File: config.mk
export PLATFORM = sky130hd
export DESIGN_NAME = display_sram_write_arbiter
export DESIGN_NICKNAME = d
export VERILOG_FILES = /design/src/rtl/display_sram_write_arbiter.sv
export SDC_FILE = /design/constraint.sdc
export NUM_CORES = 1
export LEC_CHECK = 0
export ABC_AREA = 1
export CAP_MARGIN = 20
export CELL_PAD_IN_SITES_DETAIL_PLACEMENT = 1
export CELL_PAD_IN_SITES_GLOBAL_PLACEMENT = 1
export CORE_MARGIN = 2
export CORE_UTILIZATION = 27
export DETAILED_ROUTE_END_ITERATION = 10
export HOLD_SLACK_MARGIN = 0.12
export PLACE_DENSITY = 0.91
export RECOVER_POWER = 25
export SYNTH_ARGS = -nofsm -noshare
export SYNTH_HDL_FRONTEND = slang
export SYNTH_SLANG_ARGS = --single-unit
File: constraint.sdc
create_clock -name clk -period 3 [get_ports clk]
set_clock_uncertainty 0.1 [all_clocks]
set_input_delay 0.45 -clock clk [delete_from_list [all_inputs] [get_ports clk]]
set_output_delay 0.45 -clock clk [all_outputs]
set_load 0.01 [all_outputs]
File: src/rtl/display_sram_write_arbiter.sv
// rtl/display_sram_write_arbiter.sv - two-way round-robin arbiter onto the framebuffer write port
// Registered grant: one request per cycle out, one-cycle ack back to the winner.
module display_sram_write_arbiter (
  input  logic        clk,
  input  logic        clk__enable,
  input  logic        reset,
  input  logic        req0__valid,
  input  logic [3:0]  req0__id,
  input  logic        req0__read_not_write,
  input  logic [7:0]  req0__byte_enable,
  input  logic [31:0] req0__address,
  input  logic [63:0] req0__write_data,
  input  logic        req1__valid,
  input  logic [3:0]  req1__id,
  input  logic        req1__read_not_write,
  input  logic [7:0]  req1__byte_enable,
  input  logic [31:0] req1__address,
  input  logic [63:0] req1__write_data,
  output logic        ack0,
  output logic        ack1,
  output logic        display_sram_write__valid,
  output logic [3:0]  display_sram_write__id,
  output logic        display_sram_write__read_not_write,
  output logic [7:0]  display_sram_write__byte_enable,
  output logic [31:0] display_sram_write__address,
  output logic [63:0] display_sram_write__write_data
);

  logic        last_grant_q, last_grant_d;
  logic        ack0_q, ack0_d;
  logic        ack1_q, ack1_d;
  logic        valid_q, valid_d;
  logic [3:0]  id_q, id_d;
  logic        rnw_q, rnw_d;
  logic [7:0]  be_q, be_d;
  logic [31:0] addr_q, addr_d;
  logic [63:0] data_q, data_d;
  logic        elig0, elig1, grant0, grant1;

  // A requester whose ack is high is still holding the request just served.
  always_comb begin
    elig0  = req0__valid & ~ack0_q;
    elig1  = req1__valid & ~ack1_q;
    grant0 = elig0 & (~elig1 | last_grant_q);
    grant1 = elig1 & (~elig0 | ~last_grant_q);
  end

  always_comb begin
    last_grant_d = last_grant_q;
    ack0_d       = ack0_q;
    ack1_d       = ack1_q;
    valid_d      = valid_q;
    id_d         = id_q;
    rnw_d        = rnw_q;
    be_d         = be_q;
    addr_d       = addr_q;
    data_d       = data_q;
    if (clk__enable) begin
      valid_d = grant0 | grant1;
      ack0_d  = grant0;
      ack1_d  = grant1;
      if (grant0) begin
        id_d         = req0__id;
        rnw_d        = req0__read_not_write;
        be_d         = req0__byte_enable;
        addr_d       = req0__address;
        data_d       = req0__write_data;
        last_grant_d = 1'b0;
      end else if (grant1) begin
        id_d         = req1__id;
        rnw_d        = req1__read_not_write;
        be_d         = req1__byte_enable;
        addr_d       = req1__address;
        data_d       = req1__write_data;
        last_grant_d = 1'b1;
      end
    end
  end

  // Reset favours req0 on the first contention by marking req1 as last served.
  always_ff @(posedge clk) begin
    if (reset) begin
      last_grant_q <= 1'b1;
      ack0_q       <= 1'b0;
      ack1_q       <= 1'b0;
      valid_q      <= 1'b0;
      id_q         <= '0;
      rnw_q        <= 1'b0;
      be_q         <= '0;
      addr_q       <= '0;
      data_q       <= '0;
    end else begin
      last_grant_q <= last_grant_d;
      ack0_q       <= ack0_d;
      ack1_q       <= ack1_d;
      valid_q      <= valid_d;
      id_q         <= id_d;
      rnw_q        <= rnw_d;
      be_q         <= be_d;
      addr_q       <= addr_d;
      data_q       <= data_d;
    end
  end

  assign ack0                               = ack0_q;
  assign ack1                               = ack1_q;
  assign display_sram_write__valid          = valid_q;
  assign display_sram_write__id             = id_q;
  assign display_sram_write__read_not_write = rnw_q;
  assign display_sram_write__byte_enable    = be_q;
  assign display_sram_write__address        = addr_q;
  assign display_sram_write__write_data     = data_q;

endmodule

# Word-level counts from Yosys, hierarchy flattened
# Cells that the tools add are included.
[classes]
n_reduce_logical = 2
n_bitwise = 12
mux = 12
[ops]
columns = ["operator", "n"]
rows = [
  ["$mux 64", 2],
  ["$mux 32", 2],
  ["$mux 8", 2],
  ["$mux 4", 2],
  ["$not 1->1", 5],
  ["$and 1x1->1", 4],
  ["$mux 1", 4],
  ["$or 1x1->1", 3],
  ["$reduce_and 2->1", 1],
  ["$reduce_bool 2->1", 1],
]
[totals]
regBits = 113
inputBits = 223
elab_cells = 35
out_inout_bits = 112

# Logic depth before layout (Yosys ltp)
# Gate-level depths: netlist of run 1.
[depth]
word_depth = 7
mapped_depth = 10

# Worst setup path before layout of run 1
# Ideal clock, no wire load.
[synth_path]
kind = "input to register"
start = "input req0__valid"
end = "register addr_q[12] (netlist: display_sram_write__address[12])"
path_slack_ns = 1.657
stages = 7
setup_ns = 0.113
arrival_time_ns = 1.130
path_buffers = 2
path_cell_list = "nand3_1 -> nand3_1 -> nand2_2 -> buf_4 -> buf_4 -> nor2_1 -> nor2_1"
[synth_via]
elab_chain_len = 6
elab_cells_between_ends = 8
classes_between = "mux (1); bitwise (5); reduce/logical (2)"
[synth_rtl]
columns = ["element", "line", "text"]
rows = [
  ["start: declaration", "7", "input logic req0__valid,"],
  ["$and 1x1->1 (*)", "42", "elig0 = req0__valid & ~ack0_q;"],
  ["$not 1->1", "45", "grant1 = elig1 & (~elig0 | ~last_grant_q);"],
  ["$or 1x1->1", "45", ""],
  ["$and 1x1->1", "45", ""],
  ["$reduce_bool 2->1 (no source line)", "n/a", ""],
  ["$reduce_and 2->1 (no source line)", "n/a", ""],
  ["end signal: assignment", "100", "addr_q <= addr_d;"],
  ["end: declaration", "36", "logic [31:0] addr_q, addr_d;"],
]
# Mark *: on every way between the ends. The rest lies on a longest branch, timed or not.
# A chain may end at the register's enable or synchronous reset.

# Worst setup path in the final report of run 1
[layout_path]
start = "input req0__valid"
end = "register data_q[20] (netlist: display_sram_write__write_data[20])"
[layout_via]
elab_chain_len = 6
elab_cells_between_ends = 8
classes_between = "mux (1); bitwise (5); reduce/logical (2)"
[layout_rtl]
columns = ["element", "line", "text"]
rows = [
  ["$and 1x1->1 (*)", "42", ""],
  ["$not 1->1", "45", ""],
  ["$or 1x1->1", "45", ""],
  ["$and 1x1->1", "45", ""],
  ["$reduce_bool 2->1 (no source line)", "n/a", ""],
  ["$reduce_and 2->1 (no source line)", "n/a", ""],
  ["end signal: assignment", "101", "data_q <= data_d;"],
  ["end: declaration", "37", "logic [63:0] data_q, data_d;"],
]
# Marked as above.

==> summary.md, run 1 <==
| Metric | Value |
|---|---|
| Root Driver | `clkbuf_16` |
| HP Class | `reg2reg` |
| Gr usage total | `0.195` |
| Mapped Nets | `1302` |
| Worst-margin pin slew | `0.693 ns` |
| Yosys Warn Count | `0` |
| Vias in the first global route | `7710` |
| Final setup fails | `0` |
| Share of layout cells above drive strength 1 | `0.0374` |
| Post-synth cell types | `16` |
| Routability cong. | `0.811` |
| CTS Hold Bufs | `0` |
| Largest net degree at the start of global routing | `111` |
| DR WL/cell | `14.4 um` |
| Total gr overflow | `0` |
| Detailed placement HPWL | `17.7 mm` |
| Cell count after synthesis | `1079` |
| Critical Path Fanout Max | `57` |
| Detailed-route wire length | `24.2 mm` |
| Fin area | `0.0103 mm2` |
| Required @ worst endpoint | `3.24 ns` |
| CTS tree | `built` |
| Core footprint | `0.0226 mm2` |
| Peak supply drop | `0.275 mV` |
| Worst EP arrival | `2.44 ns` |
| CTS Buffer Depth | `2` |
| H-Tree Depth | `4` |
| Layout Area Growth over Synthesis | `65.8%` |
| Register area | `0.00226 mm2` |
| FFs w/ async S/R, synth | `0` |
| Fin crit period | `2.20 ns` |
| Max Fclk | `455 MHz` |
| DP Area | `0.00970 mm2` |
| Max Cap Viol | `0` |
| Diodes inserted | `0` |
| Syn Area/Cell | `5.77 um2` |
| Synth Cell Area | `0.00623 mm2` |
| Rows | `55` |
| Post_cts resized | `0` |
| Cells after DPL | `1643` |
| Io pins | `335` |
| Post-synthesis sequential area ratio | `0.363` |
| Die X-Extent | `156 um` |
| Via density | `4.48` |
| CTS Sinks | `113` |
| First-pass GRT wire length | `37.8 mm` |
| I/O Buffers | `334` |
| Worst Setup SP | `req0__valid` |
| Worst Setup Start Kind | `input pin` |
| Dominant synthesized flop cell | `dfxtp_1` |
| Reg clk slew, reported paths | `0.06 ns` |
| WS Path Type | `in2reg` |
| Initial Util | `0.275` |
| Initial antenna violation count | `0` |
| PwrDens | `509 mW/mm2` |
| Drt pass-1 iters | `4` |
| Non-Filler Instances | `1675` |
| Multi-input gate area | `0.00311 mm2` |
| Leak Pwr | `5.13 nW` |
| Fillers | `2982` |
| Yosys reg bits | `113` |
| Final net count | `1600` |
| DRC viols | `0` |
| Slew margin rel. | `0.538` |
| DR vias | `7503` |
| Worst-Skew Late Latency | `0.40 ns` |
| Antenna-violating nets left | `0` |
| Period utilization | `0.732` |
| Hold Crit Start | `last_grant_q` |
| Worst r2r src | `ack0` |
| Status | `finished, final reports clean` |
| Final Hold Fails | `0` |
| Total CTS buffers | `17` |
| Die Area | `0.0243 mm2` |
| Final setup TNS | `0 ns` |
| Number of synthesized flops with an enable pin | `0` |
| Post-CTS Setup Inserts | `0` |
| Max Slew Vio Count | `0` |
| Unrepaired setup endpoints after global routing | `no` |
| Drt first-iter violations | `251` |
| Die height | `156 um` |
| Setup crit end kind | `flip-flop` |
[path summary, 6_finish.rpt]
check | end | slack (ns) | cells past startpoint
hold reg to reg | last_grant_q | 0.40 | 2
setup reg to reg | display_sram_write__write_data[20] | 1.03 | 9
setup / recovery | display_sram_write__write_data[20] | 0.80 | 9
hold / removal | last_grant_q | 0.40 | 2
[sequential cells by signal, summed over array words and instances (netlist names)]
| register | count |
|---|---|
| display_sram_write__address | 32 |
| display_sram_write__id | 4 |
| display_sram_write__byte_enable | 8 |
| last_grant_q | 1 |
| ack0 | 1 |
| ack1 | 1 |
| display_sram_write__write_data | 64 |
| display_sram_write__read_not_write | 1 |
| display_sram_write__valid | 1 |
[placed cells by master, fill, tap and decap left out, types with 3 or more instances in the layout]
cell type / count
a21oi_1: 3
buf_12: 6
buf_4: 10
bufinv_16: 4
clkbuf_1: 3
clkbuf_16: 17
clkdlybuf4s50_1: 292
clkinv_2: 4
clkinvlp_4: 3
dfxtp_1: 113
dlygate4sd3_1: 42
inv_1: 111
nand2_1: 442
nand3_1: 113
nor2_1: 218
[power breakdown]
| group | switching [mW] | total (mW) | leakage (nW) | internal (mW) |
|---|---|---|---|---|
| Sequential | 0.0700 | 1.71 | 0.937 | 1.64 |
| Combinational | 0.676 | 1.37 | 3.89 | 0.695 |
| Clock | 0.737 | 2.17 | 0.296 | 1.43 |
[critical path, stage by stage]
cell	delay, ns
dlygate4sd3_1	0.58
nand2_1	0.12
clkinvlp_2	0.20
nand2_4	0.36
buf_12	0.28
nand2_1	0.11
nand2_1	0.10
nor2_1	0.05
nor2_1	0.11
[cell families (layout without fill, tap and decap cells)]
family / Yosys count / after routing / share of synthesized area
DFF: 113 / 113 / 0.363
AOI/OAI and AO/OA: 3 / 3 / 0.00241
buffers and inverters: 186 / 497 / 0.141
and+or+nand+nor: 777 / 777 / 0.494
[cells in the mapped netlist (3+ instances only)]
| cell | n | share of area |
|---|---|---|
| dfxtp_1 | 113 | 0.36 |
| nand3_1 | 113 | 0.091 |
| clkbuf_1 | 7 | 0.0042 |
| nor2_1 | 218 | 0.13 |
| inv_1 | 112 | 0.067 |
| a21oi_1 | 3 | 0.0024 |
| buf_4 | 28 | 0.034 |
| inv_2 | 3 | 0.0018 |
| nand2_1 | 442 | 0.27 |
| buf_2 | 31 | 0.025 |
| buf_6 | 4 | 0.0072 |
[final cells by class]
type,count,share of cell area
tap,285,0.0345
clock buffer,22,0.0450
timing repair buffer,350,0.343
sequential,113,0.219
clock inverter,10,0.0153
multi-input combinational,780,0.301
inverter,115,0.0420
[layer usage]
metal  global-route usage  vias up  wire, um
met5                    0        -         0
met1                0.213     3476      9820
met4               0.0708        0       573
li1                     -     3785         -
met2                0.363      204     12300
met3               0.0511       38      1480
[per-stage QoR]
stage / total power, mW / worst slack (ns) / hold WS [ns] / util
after floorplan: 2.40 / 1.66 / 0.351 / -
after global placement: 3.09 / 0.696 / 0.354 / 0.429
after detailed placement: 3.15 / 0.596 / 0.375 / 0.429
after CTS: 5.35 / 0.979 / 0.400 / 0.456
after global routing: 5.55 / 0.665 / 0.424 / 0.456
final: 5.25 / 0.803 / 0.400 / 0.456
Note: power is estimated with default switching activity, not from simulation.
==> run 2, diff against run 1 <==
--- a/config.mk
+++ b/config.mk
@@ -10,10 +10,10 @@
 export CELL_PAD_IN_SITES_DETAIL_PLACEMENT = 1
 export CELL_PAD_IN_SITES_GLOBAL_PLACEMENT = 1
 export CORE_MARGIN = 2
-export CORE_UTILIZATION = 27
+export CORE_UTILIZATION = 23
 export DETAILED_ROUTE_END_ITERATION = 10
 export HOLD_SLACK_MARGIN = 0.12
-export PLACE_DENSITY = 0.91
+export PLACE_DENSITY = 0.83
 export RECOVER_POWER = 25
 export SYNTH_ARGS = -nofsm -noshare
 export SYNTH_HDL_FRONTEND = slang
==> constraint.sdc (replaced) <==
create_clock -name clk -period 2 [get_ports clk]
set_clock_uncertainty 0.1 [all_clocks]
set_input_delay 0.3 -clock clk [delete_from_list [all_inputs] [get_ports clk]]
set_output_delay 0.3 -clock clk [all_outputs]
set_load 0.01 [all_outputs]
==> run 2 against run 1 <==
Critical path depth is 8 lower. Clock-buffer cell count is 1 lower. Utilization is 6.9 points lower. Total power is 40% higher. Clock power is 25% higher. Sequential cell count stayed put. Global-route usage is 2.7 points lower. Combinational power is 53% higher. Sequential power is 50% higher. First-iteration DRC count is 2.4% higher. Critical path type is now reg2out. Largest cell class unchanged.
==> summary.md, run 2 (synthesis gave the netlist of run 1 again) <==
| Metric | Value |
|---|---|
| Status | `finished, final reports clean` |
| Worst r2r src | `ack0` |
| Most frequent cells in the layout | `nand2_1 (442), clkdlybuf4s50_1 (323), nor2_1 (218)` |
| Final Hold Fails | `0 (unchanged)` |
| Detailed-route wire length | `24.5 mm (+1.6%)` |
| Top Layer Used | `met4` |
| DRC viols | `0 (unchanged)` |
| WL met1 | `10.4 mm (+6.4%)` |
| Rows | `60 (+9.1%)` |
| Worst path bufs/invs | `1 (-2)` |
| Switching part of the total | `0.302 (+0.0200)` |
| Hold_ws | `0.366 ns (-0.0345 ns)` |
| Setup crit end kind | `primary output` |
| DR WL/cell | `14.1 um (-2.1%)` |
| Drt first-iter violations | `257 (+2.4%)` |
| Via density | `4.31 (-3.8%)` |
| Worst Setup SP | `display_sram_write__id[0]` |
| Root Driver | `clkbuf_16` |
| Total CTS buffers | `17 (unchanged)` |
| Initial Util | `0.232 (-0.0427)` |
| Largest net degree at the start of global routing | `62 (-44%)` |
| Worst-Skew Late Latency | `0.40 ns (about the same)` |
| Leak Pwr | `5.07 nW (-1.1%)` |
| Total gr overflow | `0 (unchanged)` |
| DR vias | `7486 (-0.23%)` |
| Combinational group share of total power | `0.284 (+0.023)` |
| Share of layout cells above drive strength 1 | `0.0415 (+0.00411)` |
| Routability cong. | `0.783 (-3.5%)` |
| First-pass GRT wire length | `38.3 mm (+1.2%)` |
| CP Depth | `1 (-8)` |
| Io pins | `335 (unchanged)` |
| Final setup margin | `0.255 ns (-0.548 ns)` |
| Largest register FFs | `64 (unchanged)` |
| HP Class | `reg2reg` |
| Max Cap Viol | `0 (unchanged)` |
| P_sw | `2.23 mW (+50%)` |
| Die Area | `0.0284 mm2 (+17%)` |
| Fin crit period | `1.74 ns` |
| CTS Hold Bufs | `0 (unchanged)` |
| Required @ worst endpoint | `1.60 ns (-1.64 ns)` |
| Detailed placement HPWL | `18.3 mm (+3.4%)` |
| Max Fclk | `573 MHz` |
| Core footprint | `0.0268 mm2 (+18%)` |
| I/O Buffers | `334 (unchanged)` |
| Post-CTS Setup Inserts | `0 (unchanged)` |
| Final net count | `1607 (+0.44%)` |
| Commonest non-fill, non-tap cell in the layout | `nand2_1` |
| RR Endpoint | `display_sram_write__write_data[18]` |
| Diodes inserted | `0 (unchanged)` |
| Antenna-violating nets left | `0 (unchanged)` |
| Pre-CTS setup slack | `-0.0114 ns (-0.607 ns)` |
| Reg clk slew, reported paths | `0.06 ns (about the same)` |
| Period utilization | `0.872` |
| CP endpoint | `display_sram_write__id[0]` |
| Met3 routed WL | `1.43 mm (-3.8%)` |
| Worst R2R Path Depth | `9 (unchanged)` |
| WS Path Type | `reg2out` |
| Unrepaired setup endpoints after global routing | `no` |
| Vias in the first global route | `7588 (-1.6%)` |
| Crit path max-delay family | `buffers and inverters` |
| Worst-margin pin slew | `0.381 ns (-0.312 ns)` |
| Worst Setup Start Kind | `flip-flop` |
| Sequential share of power | `0.348 (+0.022)` |
| Slew margin rel. | `0.746 (+0.208)` |
| Register-to-register setup slack | `0.29 ns (-0.74 ns)` |
| Critical Path Fanout Max | `2 (-96%)` |
| Max Slew Vio Count | `0 (unchanged)` |
| Int Pwr | `5.15 mW (+37%)` |
| Die height | `169 um (+8.1%)` |
| Worst EP arrival | `1.34 ns (-1.10 ns)` |
| CTS Sinks | `113 (unchanged)` |
| Gr usage total | `0.169 (-0.0267)` |
| PwrDens | `711 mW/mm2 (+40%)` |
| Post_cts resized | `0 (unchanged)` |
| CTS Buffer Depth | `2 (unchanged)` |
| Worst path slowest cell | `clkdlybuf4s50_1` |
| Layout Area Growth over Synthesis | `66.6%` |
| Met2 routed WL | `12.0 mm (-2.0%)` |
| Final setup fails | `0 (unchanged)` |
| Clk pwr share | `0.368 (-0.045)` |
| CTS tree | `built` |
| Final setup TNS | `0 ns (unchanged)` |
| Peak supply drop | `0.375 mV (+37%)` |
| Initial antenna violation count | `0 (unchanged)` |
| Max stage delay on crit path | `0.61 ns (+0.03 ns)` |
| H-Tree Depth | `4 (unchanged)` |
| Die X-Extent | `169 um (+8.1%)` |
| Drt pass-1 iters | `4 (unchanged)` |
| Cell Chain, Critical Path | `clkdlybuf4s50_1` |
[run 2: how the worst min path moves through the flow]
stage	from	to	slack [ns]	cells after the start
2_1_floorplan	reset	ack0	0.27	1
3_3_place_gp	display_sram_write__valid	display_sram_write__valid	0.35	2
3_5_place_dp	display_sram_write__valid	display_sram_write__valid	0.36	2
4_1_cts	display_sram_write__valid	display_sram_write__valid	0.37	2
5_1_grt	display_sram_write__valid	display_sram_write__valid	0.39	2
6_report	display_sram_write__valid	display_sram_write__valid	0.37	2
[run 2: final cells by class]
class                           instances  area, um2
Clock buffer                           21        450
Clock inverter                         11       66.3
Fill cell                            3461      16400
Inverter                              115        434
Multi-Input combinational cell        780       3110
Sequential cell                       113       2260
Tap cell                              341        427
Timing Repair Buffer                  357       3630
[run 2: power by group through the flow]
stage               sequential, mW  clock, mW  combinational [mW]
finish                        2.57       2.71                2.09
global route                  2.60       2.93                2.33
CTS                           2.57       2.83                2.15
detailed placement            2.62          0                2.13
global placement              2.61          0                2.08
floorplan                     2.71          0               0.894
[run 2: metal layers]
layer	up-vias	track usage
li1	3802	-
met4	0	0.0603
met2	194	0.300
met5	-	0
met1	3458	0.193
met3	32	0.0472
[run 2: metrics by stage]
step	instances	instance area [um2]	util	total power, mW
2_1_floorplan	1079	6230	-	3.60
3_3_place_gp	1706	9880	0.369	4.68
3_5_place_dp	1706	9880	0.369	4.75
4_1_cts	1738	10400	0.388	7.55
5_1_grt	1738	10400	0.387	7.86
6_report	1738	10400	0.387	7.38
[run 2: tightest hold or removal path, cell delays in order, from the launching register on]
cell and delay (ns):
dfxtp_1 0.31, nand2_1 0.06, a21oi_1 0.05
